==> src/rtl/pc_reg_pkg.sv <==
// Project-wide program-counter constants shared by the IF stage, instruction memory,
// PC adder and IF/ID register.
package pc_reg_pkg;

  localparam int unsigned PC_WIDTH = 32;
  localparam logic [PC_WIDTH-1:0] RESET_VALUE = 32'h0000_0000;

endpackage : pc_reg_pkg

==> src/rtl/pc_reg_if.sv <==
// Bundle of PC control and data signals between the IF-stage control logic and the PC register.
interface pc_reg_if #(
  parameter int unsigned PC_WIDTH = pc_reg_pkg::PC_WIDTH
);

  logic                i_enable;
  logic                PCWrite;
  logic [PC_WIDTH-1:0] pc_in;
  logic [PC_WIDTH-1:0] pc_out;

  // Drives the next PC and the write qualifiers, and observes the current PC.
  modport master (
    output i_enable,
    output PCWrite,
    output pc_in,
    input  pc_out
  );

  // The PC register itself.
  modport slave (
    input  i_enable,
    input  PCWrite,
    input  pc_in,
    output pc_out
  );

endinterface : pc_reg_if

==> src/rtl/pc_reg.sv <==
// IF-stage program counter: loads the next PC when the pipeline is enabled and the
// hazard unit allows a write, otherwise holds; async active-low reset to RESET_VALUE.
module pc_reg #(
  parameter int unsigned             PC_WIDTH    = pc_reg_pkg::PC_WIDTH,
  parameter logic [PC_WIDTH-1:0]     RESET_VALUE = PC_WIDTH'(pc_reg_pkg::RESET_VALUE)
) (
  input  logic     i_clk,
  input  logic     i_reset,
  pc_reg_if.slave  bus
);

  logic [PC_WIDTH-1:0] pc_q;
  logic                load_c;

  // Both the global step enable and the hazard permission are needed to advance.
  assign load_c = bus.i_enable & bus.PCWrite;

  always_ff @(posedge i_clk or negedge i_reset) begin
    if (!i_reset) begin
      pc_q <= RESET_VALUE;
    end else if (load_c) begin
      pc_q <= bus.pc_in;
    end
  end

  assign bus.pc_out = pc_q;

endmodule : pc_reg

==> src/flat_wrapper.sv <==
// flat-port wrapper written by rule: the top's interface ports become plain ports
module pc_reg_flat 
#(
  parameter int unsigned             PC_WIDTH    = pc_reg_pkg::PC_WIDTH,
  parameter logic [PC_WIDTH-1:0]     RESET_VALUE = PC_WIDTH'(pc_reg_pkg::RESET_VALUE)
)
  (i_clk, i_reset, bus_i_enable, bus_PCWrite, bus_pc_in, bus_pc_out);
  pc_reg_if #(.PC_WIDTH(PC_WIDTH)) bus_i ();
  input  logic i_clk;
  input  logic i_reset;
  input wire logic [$bits(bus_i.i_enable)-1:0] bus_i_enable;
  input wire logic [$bits(bus_i.PCWrite)-1:0] bus_PCWrite;
  input wire logic [$bits(bus_i.pc_in)-1:0] bus_pc_in;
  output wire logic [$bits(bus_i.pc_out)-1:0] bus_pc_out;
  assign bus_i.i_enable = bus_i_enable;
  assign bus_i.PCWrite = bus_PCWrite;
  assign bus_i.pc_in = bus_pc_in;
  assign bus_pc_out = bus_i.pc_out;
  pc_reg #(.PC_WIDTH(PC_WIDTH), .RESET_VALUE(RESET_VALUE)) u_core (.i_clk(i_clk), .i_reset(i_reset), .bus(bus_i));
endmodule
==> config.mk <==
export PLATFORM = sky130hd
export DESIGN_NAME = pc_reg_flat
export DESIGN_NICKNAME = d
export VERILOG_FILES = /design/src/rtl/pc_reg_pkg.sv /design/src/rtl/pc_reg_if.sv /design/src/rtl/pc_reg.sv /design/src/flat_wrapper.sv
export SDC_FILE = /design/constraint.sdc
export NUM_CORES = 1
export LEC_CHECK = 0
export CAP_MARGIN = 25
export CORE_UTILIZATION = 54
export CTS_CLUSTER_SIZE = 24
export DETAILED_ROUTE_END_ITERATION = 12
export DONT_BUFFER_PORTS = 1
export PLACE_DENSITY = 0.79
export SLEW_MARGIN = 15
export SYNTH_ARGS = -nofsm -noshare
export SYNTH_HDL_FRONTEND = slang
export SYNTH_SLANG_ARGS = --single-unit
export TNS_END_PERCENT = 10
==> constraint.sdc <==
create_clock -name i_clk -period 0.8 [get_ports i_clk]
set_input_delay 0.04 -clock i_clk [delete_from_list [all_inputs] [get_ports i_clk]]
set_output_delay 0.04 -clock i_clk [all_outputs]
set_load 0.05 [all_outputs]
==> impl_results.md, run 1 <==
* Run status: did not finish
* Stop stage: clock tree synthesis
* Run Error: [ERROR DPL-0033] detailed placement checks failed during check placement.
* Cell Area, Synth at between 1000 and 1500 sq um
* CTS Buffer Depth at 2
* Mapped Nets at 104
* Cts bufs inserted at 5
* H-tree depth at 2
* Std-Cell Rows at 17
* Clock Sinks at 32
* Syn. warnings at 0
* Seq/Total Area, Yosys at 0.5953
* Initial core utilization at 0.5910
* Ys async rst share at 1.000
* Area contributors post-synth: dfrtp_1, mux2_4, buf_12
* Place WS at between 0.02 and 0.03 ns
* Synth unique cells at 5
* Die H at 51.91 um
* Count leader, synth: dfrtp_1
* # IOs at slightly below 70
* #FFs+latches synth at 32
* Syn Inst Count at between 60 and 70
* Post-CTS sizing at 32
* Synth top cells by count: dfrtp_1, mux2_4, buf_12
* Placed instance area at about 1600 sq um
* Post CTS Setup Buffer Count at 2
* GP Congestion at roughly 0.59
* Top cell type's share of synthesized area at 0.5953
* Yosys top cell by area: dfrtp_1
* EDFF count, synth at 0
* IO Port Bufs at 0
* Synth Area per Inst at 19.78 sq um
* Synth Flop Type: dfrtp_1
* Hold Buf Count CTS at 34
* Root buffer cell: clkbuf_4
* Die Width at just over 50 um
[per-stage QoR]
stage	hold WS [ns]	cells
2_1_floorplan	-0.2556	68
3_3_place_gp	-0.2550	127
3_5_place_dp	-0.2550	127
[kinds of logic after synthesis]
group                  share of synthesized area
flip-flops                                0.5954
buffers and inverters                    0.04465
AND/OR/NAND/NOR                         0.008371
multiplexers                              0.3516
==> inputs of run 2 (changes only) <==
CORE_AREA = 2 2 63 65   (was unset)
CORE_UTILIZATION = unset   (was 54)
CTS_CLUSTER_SIZE = unset   (was 24)
DIE_AREA = 0 0 65 67   (was unset)
PLACE_DENSITY = unset   (was 0.79)
PLACE_DENSITY_LB_ADDON = 0.15   (was unset)
clock period = 1 ns   (was 0.8 ns; I/O delays follow)
==> impl_results.md, run 2 <==
* Startpoint types: flip-flop
* Cell Area, Synth at 1345 sq um (unchanged)
* Final Cycle Share at 0.9158
* Seq/Total Area, Yosys at 0.5953 (unchanged)
* Critical Path Max Stage Delay at 0.39 ns
* Measured slew at the worst slew-check pin at approximately 0.17 ns
* Wirelength per Cell at 13.70 um
* CP top delay family: flip-flops
* Area contributors post-synth: dfrtp_1, mux2_4, buf_12
* Final Hold Viols at 0
* Total track usage at 0.1270
* Initial antenna violation count at 0
* Crit path time final at between 0.9 and 1 ns
* Drt via density at between 4 and 5
* Run status: finished, final reports clean
* Synth unique cells at 5 (unchanged)
* Detail Route Antenna Nets at 0
* R2R setup slack at ~0.23 ns
* Full die area at approximately 4400 sq um
* Sum of buffers and inverters on the critical path at 1
* Mapped Nets at 104 (unchanged)
* Commonest non-fill, non-tap cell in the layout: dlygate4sd3_1
* Synth Flop Type: dfrtp_1
* Clk Latency, worst-skew pair at ~0.27 ns
* Hpwl dp at between 1500 and 2000 um
* First-pass DRT Iterations at 2
* Non-Filler Instances at approximately 190
* Hold_sp: bus_PCWrite
* Vias at roughly 820
* Worst EP arrival at about 0.87 ns
* Crit end category: output pin
* Setup Skew at 0 ns
* Initial core utilization at 0.3730 (-0.2180)
* Die Width at 65 um (+25%)
* Synth top cells by count: dfrtp_1, mux2_4, buf_12
* Peak supply drop at ~1200 uV
* H-tree depth at 2 (unchanged)
* Post CTS Setup Buffer Count at 0 (-2)
* Vias in the first global route at between 800 and 900
* Post-route DRC at 0
* Global-route wire length before repair at ~4000 um
* Number of antenna diodes at 0
* Max Slew Vio Count at 0
* Fin util at 0.5829
* RSZ-0062 raised after global routing: false
* Count leader, synth: dfrtp_1
* Cell Chain, Critical Path: buf_4
* Ratio of cells with drive above 1 in the final layout at 0.5390
* Core Region at 3606 sq um
* Data required, critical path at about 0.95 ns
* # IOs at 68 (unchanged)
* Syn. warnings at 0 (unchanged)
* Fmax at 1.092 GHz
* IO Port Bufs at 0 (unchanged)
* Most frequent cells in the layout: dlygate4sd3_1, buf_4, dfrtp_1
* GP Congestion at 0.5750 (-2.9%)
* Die H at 67 um (+29%)
* Worst rel slew slack at 0.8852
* Clock transition at the registers of the reported paths at around 0.06 ns
* Leak at ~1.0 nW
* Worst min path class: in -> reg
* Yosys top cell by area: dfrtp_1
* CTS tree: built
* Filler cells at between 200 and 300
* Synth Area per Inst at 19.78 sq um (unchanged)
* Max Cap Violations at 0
* Max FFs per register at 32
* Crit-path max FO at 2
* Setup TNS at 0 ns
* Final setup fails at 0
* #FFs+latches synth at 32 (unchanged)
* Ys async rst share at 1.000 (unchanged)
* Std-Cell Rows at 22 (+5)
* GRT overflow at 0
* Pin count of the biggest net entering global routing at 33
* Root buffer cell: clkbuf_8
* Reg-to-reg startpoint: u_core.bus.pc_out[6]
* Cts bufs inserted at 5 (unchanged)
* Syn Inst Count at 68 (unchanged)
* Initial DRC count at 13
* CP Class: reg -> out
* Area growth, synth to finish at 56.28%
* Final net count at approximately 180
* CTS Buffer Depth at 2 (unchanged)
* Pwr Density at 2107 nW/um^2
* Crit path from: u_core.bus.pc_out[6]
* Clock Sinks at 32 (unchanged)
* Crit-path slowest cell: dfrtp_1
* EDFF count, synth at 0 (unchanged)
* Detailed Route WL at approximately 2600 um
* Placed Cells at 147 (+16%)
* Top cell type's share of synthesized area at 0.5953 (unchanged)
run 2: cell counts after synthesis:
Identical to the previous run, type by type.
run 2: layout make-up:
cell class,count,area (sq um),area share
clock inverter,1,30.03,0.01429
multi-input combinational,33,484.2,0.2304
clock buffer,7,96.34,0.04583
timing repair buffer,68,630.6,0.3000
tap,48,60.06,0.02857
sequential,32,800.8,0.3810
run 2: power breakdown:
part	switching, mW	internal [mW]	leakage (nW)	total, mW
logic	0.906	0.616	0.605	1.52
clock network	0.434	0.878	0.0645	1.31
registers	0.108	1.49	0.376	1.60
total	1.45	2.98	1.05	4.43
run 2: worst paths after layout:
check	end	cells after the start
max	bus_pc_out[6]	1
min	u_core.bus.pc_out[30]	3
max reg2reg	u_core.bus.pc_out[6]	1
min reg2reg	u_core.bus.pc_out[30]	1
max in group asynchronous	u_core.bus.pc_out[27]	2
min in group asynchronous	u_core.bus.pc_out[5]	2
run 2: kinds of logic (layout without fill, tap and decap cells):
| kind of cell | count (synthesis) | in the layout | share of synthesized area |
|---|---|---|---|
| flops | 32 | 32 | 0.5954 |
| mux | 32 | 32 | 0.3516 |
| buf+inv | 3 | 76 | 0.04465 |
| simple gates | 1 | 1 | 0.008371 |
run 2: routing by layer:
layer  wire, um  global-route usage
met1       1022              0.1361
met2       1344              0.2229
met3        185             0.04223
met4         38             0.06383
met5          0                   0
run 2: metrics by stage:
| step | power [mW] | hold slack [ns] | instance area (sq um) | worst slack [ns] |
|---|---|---|---|---|
| after floorplan | 2.640 | -0.2456 | 1345 | 0.009623 |
| after global placement | 2.989 | -0.2448 | 1625 | 0.2444 |
| after detailed placement | 3.005 | -0.2449 | 1625 | 0.2303 |
| after CTS | 4.487 | 0.1935 | 2102 | 0.07557 |
| after global routing | 4.631 | 0.1951 | 2102 | 0.05113 |
| final | 4.429 | 0.2031 | 2102 | 0.08422 |
run 2: worst min-delay path: cells and delay by family:
family / cells / cell delay (ns)
buf+inv: 1 / 0.16
mux: 1 / 0.16
simple gates: 1 / 0.06
run 2: repair_timing:
item	CTS	global route
endpoints found under the hold margin	64	0
gates resized for setup	0	0
hold buffers	34	0
(Power assumes the default switching activity.)
==> inputs of run 3 (changes only) <==
RECOVER_POWER = 50   (was unset)
==> impl_results.md, run 3 (same netlist as run 2, synthesis figures left out) <==
* Run status: finished, final reports clean
* Worst EP arrival at 0.86 ns (about the same)
* CP top delay family: flip-flops
* Clk Latency, worst-skew pair at 0.27 ns (about the same)
* Cell Chain, Critical Path: buf_4
* Sum of buffers and inverters on the critical path at 1 (unchanged)
* Clock Sinks at 32 (unchanged)
* Setup TNS at 0 ns (unchanged)
* Total track usage at 0.1270 (unchanged)
* Detailed Route WL at 2504 um (-3.3%)
* Crit-path slowest cell: dfrtp_1
* Max Cap Violations at 0 (unchanged)
* Max Slew Vio Count at 0 (unchanged)
* Initial core utilization at 0.3730 (unchanged)
* Sw Pwr at 1.438 mW (-0.67%)
* Pwr Density at 2135 nW/um^2 (+1.3%)
* GRT overflow at 0 (unchanged)
* Crit end category: output pin
* Initial antenna violation count at 0 (unchanged)
* Most frequent cells in the layout: dlygate4sd3_1, buf_4, dfrtp_1
* Final setup fails at 0 (unchanged)
* Std-Cell Rows at 22 (unchanged)
* Hpwl dp at 1725 um (unchanged)
* Vias in the first global route at 865 (unchanged)
* Critical Path Max Stage Delay at 0.39 ns (about the same)
* Measured slew at the worst slew-check pin at 0.6853 ns (+0.5131 ns)
* Pin count of the biggest net entering global routing at 33 (unchanged)
* Post-route DRC at 0 (unchanged)
* H-tree depth at 2 (unchanged)
* # IOs at 68 (unchanged)
* Post-CTS sizing at 0 (unchanged)
* IO Port Bufs at 0 (unchanged)
* Vias at 816 (-0.61%)
* Startpoint types: flip-flop
* Wirelength per Cell at 13.25 um (-3.3%)
* Hold slack at 0.1684 ns (-0.03471 ns)
* Combinational power share at 0.330 (-0.014)
* Design area at 2034 sq um (-3.2%)
* Filler cells at 302 (+7.9%)
* Worst min path class: in -> reg
* Seq pwr share at 0.366 (+0.006)
* Die H at 67 um (unchanged)
* CTS tree: built
* Data required, critical path at 0.95 ns (about the same)
* Placed instance area at 1625 sq um (unchanged)
* First-pass DRT Iterations at 2 (unchanged)
* RSZ-0062 raised after global routing: false
* Fmax at 1.094 GHz (+0.21%)
* Clk pwr share at 0.303 (+0.007)
* Peak supply drop at 1181 uV (-0.29%)
* Root buffer cell: clkbuf_8
* Crit path time final at 0.9139 ns (-0.001913 ns)
* Hold Buf Count CTS at 34 (unchanged)
* Internal power at 2.905 mW (-2.6%)
* Number of antenna diodes at 0 (unchanged)
* Final net count at 176 (unchanged)
* Final Cycle Share at 0.9139 (-0.001913)
* CTS Buffer Depth at 2 (unchanged)
* Setup Skew at 0 ns (unchanged)
* Max FFs per register at 32 (unchanged)
* Cts bufs inserted at 5 (unchanged)
* Crit-path max FO at 2 (unchanged)
* Clock transition at the registers of the reported paths at 0.06 ns (about the same)
* CP Class: reg -> out
* Drt via density at 4.317 (-0.61%)
* Commonest non-fill, non-tap cell in the layout: dlygate4sd3_1
* Final Hold Viols at 0 (unchanged)
* Global-route wire length before repair at 4015 um (unchanged)
* Post CTS Setup Buffer Count at 0 (unchanged)
* Detail Route Antenna Nets at 0 (unchanged)
* Ratio of cells with drive above 1 in the final layout at 0.4397 (-0.09929)
* Initial DRC count at 11 (-2)
* Worst rel slew slack at 0.5431 (-0.3421)
* Leak at 0.9729 nW (-6.9%)
* Switching part of the total at 0.3311 (+0.004218)
* GP Congestion at 0.5750 (unchanged)
* Full die area at 4355 sq um (unchanged)
* Core Region at 3606 sq um (unchanged)
* Die Width at 65 um (unchanged)
* Area growth, synth to finish at 51.26%
run 3: power by group through the flow:
stage / Combinational [mW] / Clock, mW / Sequential, mW
2_1_floorplan: 0.349 / 0 / 2.29
3_3_place_gp: 1.38 / 0 / 1.61
3_5_place_dp: 1.39 / 0 / 1.62
4_1_cts: 1.53 / 1.36 / 1.60
5_1_grt: 1.49 / 1.43 / 1.62
6_report: 1.44 / 1.32 / 1.59
run 3: cell type report:
class	instances	area [sq um]	share of cell area
Sequential cell	32	800.8	0.3936
Clock buffer	7	96.34	0.04736
Multi-Input combinational cell	33	431.7	0.2122
Timing Repair Buffer	68	615.6	0.3026
Clock inverter	1	30.03	0.01476
Tap cell	48	60.06	0.02952
run 3: worst paths after layout:
check | from | end | slack (ns) | cells after the start
setup / recovery | u_core.bus.pc_out[6] | bus_pc_out[6] | 0.09 | 1
hold / removal | bus_PCWrite | u_core.bus.pc_out[13] | 0.17 | 3
setup reg to reg | u_core.bus.pc_out[19] | u_core.bus.pc_out[19] | 0.20 | 1
hold reg to reg | u_core.bus.pc_out[20] | u_core.bus.pc_out[20] | 0.49 | 1
max in group asynchronous | i_reset | u_core.bus.pc_out[28] | 0.20 | 2
min in group asynchronous | i_reset | u_core.bus.pc_out[5] | 0.36 | 2
run 3: metal layers:
layer | track usage | wire [um] | vias up
met5 | 0 | 0 | -
met4 | 0.06383 | 38 | 0
met3 | 0.04223 | 182 | 5
met2 | 0.2229 | 1312 | 38
met1 | 0.1361 | 970 | 395
li1 | - | - | 378
run 3: through the flow:
step | instances | total power [mW] | utilization | worst slack (ns)
2_1_floorplan | 68 | 2.640 | - | 0.009623
3_3_place_gp | 147 | 2.989 | 0.4507 | 0.2444
3_5_place_dp | 147 | 3.005 | 0.4507 | 0.2303
4_1_cts | 189 | 4.487 | 0.5829 | 0.07557
5_1_grt | 189 | 4.544 | 0.5642 | 0.03037
6_report | 189 | 4.344 | 0.5642 | 0.08614
==> inputs of run 4 (changes only) <==
CAP_MARGIN = 20   (was 25)
CORE_AREA = 5 5 66 68   (was 2 2 63 65)
DIE_AREA = 0 0 71 73   (was 0 0 65 67)
==> impl_results.md, run 4 (same netlist as run 2, synthesis figures left out) <==
* Run status: finished, final reports clean
* Reg-to-reg startpoint: u_core.bus.pc_out[27]
* Std-Cell Rows at 23 (+4.5%)
* Fin util at 0.5264 (-0.03784)
* Total power at 4.000 mW (-7.9%)
* Setup Skew at 0 ns (unchanged)
* Sum of buffers and inverters on the critical path at 1 (unchanged)
* CTS tree: built
* Global-route wire length before repair at 4505 um (+12%)
* GRT overflow at 0 (unchanged)
* Initial antenna violation count at 0 (unchanged)
* H-tree depth at 2 (unchanged)
* Worst min path class: in -> reg
* Commonest non-fill, non-tap cell in the layout: dlygate4sd3_1
* Clock Sinks at 32 (unchanged)
* Max FFs per register at 32 (unchanged)
* Die H at 73 um (+9.0%)
* Pin count of the biggest net entering global routing at 33 (unchanged)
* Ratio of cells with drive above 1 in the final layout at 0.4184 (-0.02128)
* Placed instance area at 1628 sq um (+0.15%)
* Most frequent cells in the layout: dlygate4sd3_1, buf_4, dfrtp_1
* Clk Latency, worst-skew pair at 0.27 ns (about the same)
* Crit-path slowest cell: dfrtp_1
* Final Hold Viols at 0 (unchanged)
* Worst rel slew slack at 0.7100 (+0.1669)
* CP Class: reg -> out
* Crit path time final at 0.9095 ns (-0.004403 ns)
* Hpwl dp at 1869 um (+8.4%)
* Crit path from: u_core.bus.pc_out[11]
* Max Cap Violations at 0 (unchanged)
* Full die area at 5183 sq um (+19%)
* Worst EP arrival at 0.86 ns (about the same)
* Vias in the first global route at 968 (+12%)
* Critical Path Max Stage Delay at 0.39 ns (about the same)
* Measured slew at the worst slew-check pin at 0.4349 ns (-0.2504 ns)
* Pwr Density at 2001 nW/um^2 (-6.3%)
* # IOs at 68 (unchanged)
* Wirelength per Cell at 14.38 um (+8.6%)
* Leak at 0.9499 nW (-2.4%)
* Max Slew Vio Count at 0 (unchanged)
* Final setup fails at 0 (unchanged)
* Hold-critical path depth at 3 (unchanged)
* Final net count at 176 (unchanged)
* Drt via density at 4.309 (-0.20%)
* Core Region at 3799 sq um (+5.3%)
* Die Width at 71 um (+9.2%)
* WP depth at 1 (unchanged)
* Startpoint types: flip-flop
* First-pass DRT Iterations at 4 (+2)
* Crit-path max FO at 2 (unchanged)
* Hold_sp: bus_PCWrite
* Setup TNS at 0 ns (unchanged)
* Final Cycle Share at 0.9095 (-0.004403)
* Placed Cells at 149 (+1.4%)
* Crit end category: output pin
* Cts bufs inserted at 5 (unchanged)
* Cell Chain, Critical Path: buf_4
* Area growth, synth to finish at 48.65%
* Detail Route Antenna Nets at 0 (unchanged)
* CTS Buffer Depth at 2 (unchanged)
* Peak supply drop at 728.1 uV (-38%)
* CP top delay family: flip-flops
* Data required, critical path at 0.95 ns (about the same)
* Total track usage at 0.1134 (-0.01360)
* Non-Filler Instances at 191 (+1.1%)
* Root buffer cell: clkbuf_8
* Vias at 823 (+0.86%)
* Post-route DRC at 0 (unchanged)
* GP Congestion at 0.6938 (+21%)
* Initial DRC count at 13 (+2)
* RSZ-0062 raised after global routing: false
* Detailed Route WL at 2747 um (+9.7%)
* Number of antenna diodes at 0 (unchanged)
* Design area at 1999 sq um (-1.7%)
* Fmax at 1.100 GHz (+0.48%)
* R2R depth at 1 (unchanged)
* Initial core utilization at 0.3541 (-0.01892)
* IO Port Bufs at 0 (unchanged)
* Clock transition at the registers of the reported paths at 0.06 ns (about the same)
==> run 4: where the power goes <==
group          internal (mW)  total, mW  switching [mW]  leakage, nW
logic                  0.536       1.43           0.897        0.529
registers               1.49       1.59           0.105        0.376
clock network          0.560      0.973           0.413       0.0455
==> run 4: layer usage <==
layer,track usage,share of wire,up-vias
li1,-,-,380
met1,0.1185,0.37,404
met2,0.2019,0.54,37
met3,0.05234,0.090,2
met4,0.03758,0.0062,0
met5,0,0,-
==> run 4: metrics by stage <==
step / hold slack (ns) / worst slack [ns]
after global routing: 0.1664 / 0.06010
after detailed placement: -0.2445 / 0.2181
final: 0.1656 / 0.09054
after floorplan: -0.2456 / 0.009623
after global placement: -0.2446 / 0.2210
after CTS: 0.1813 / 0.07734
==> run 4: timing repair <==
| action | CTS | global route |
|---|---|---|
| hold buffers | 34 | 0 |
| hold endpoints to repair | 64 | 0 |
| buffers inserted | 0 | 0 |
| endpoints found under the setup margin | 0 | 0 |
| resized for setup | 0 | 0 |
==> run 4: cell type report <==
class | count | area [sq um]
Clock buffer | 8 | 90.09
Fill cell | 333 | 1799
Timing Repair Buffer | 68 | 618.1
Tap cell | 50 | 62.56
Sequential cell | 32 | 800.8
Multi-Input combinational cell | 33 | 427.9
==> run 4: final timing paths <==
check	end	slack [ns]
hold reg to reg	u_core.bus.pc_out[2]	0.49
min in group asynchronous	u_core.bus.pc_out[12]	0.34
max in group asynchronous	u_core.bus.pc_out[2]	0.36
hold / removal	u_core.bus.pc_out[3]	0.17
setup reg to reg	u_core.bus.pc_out[27]	0.19
setup / recovery	bus_pc_out[11]	0.09
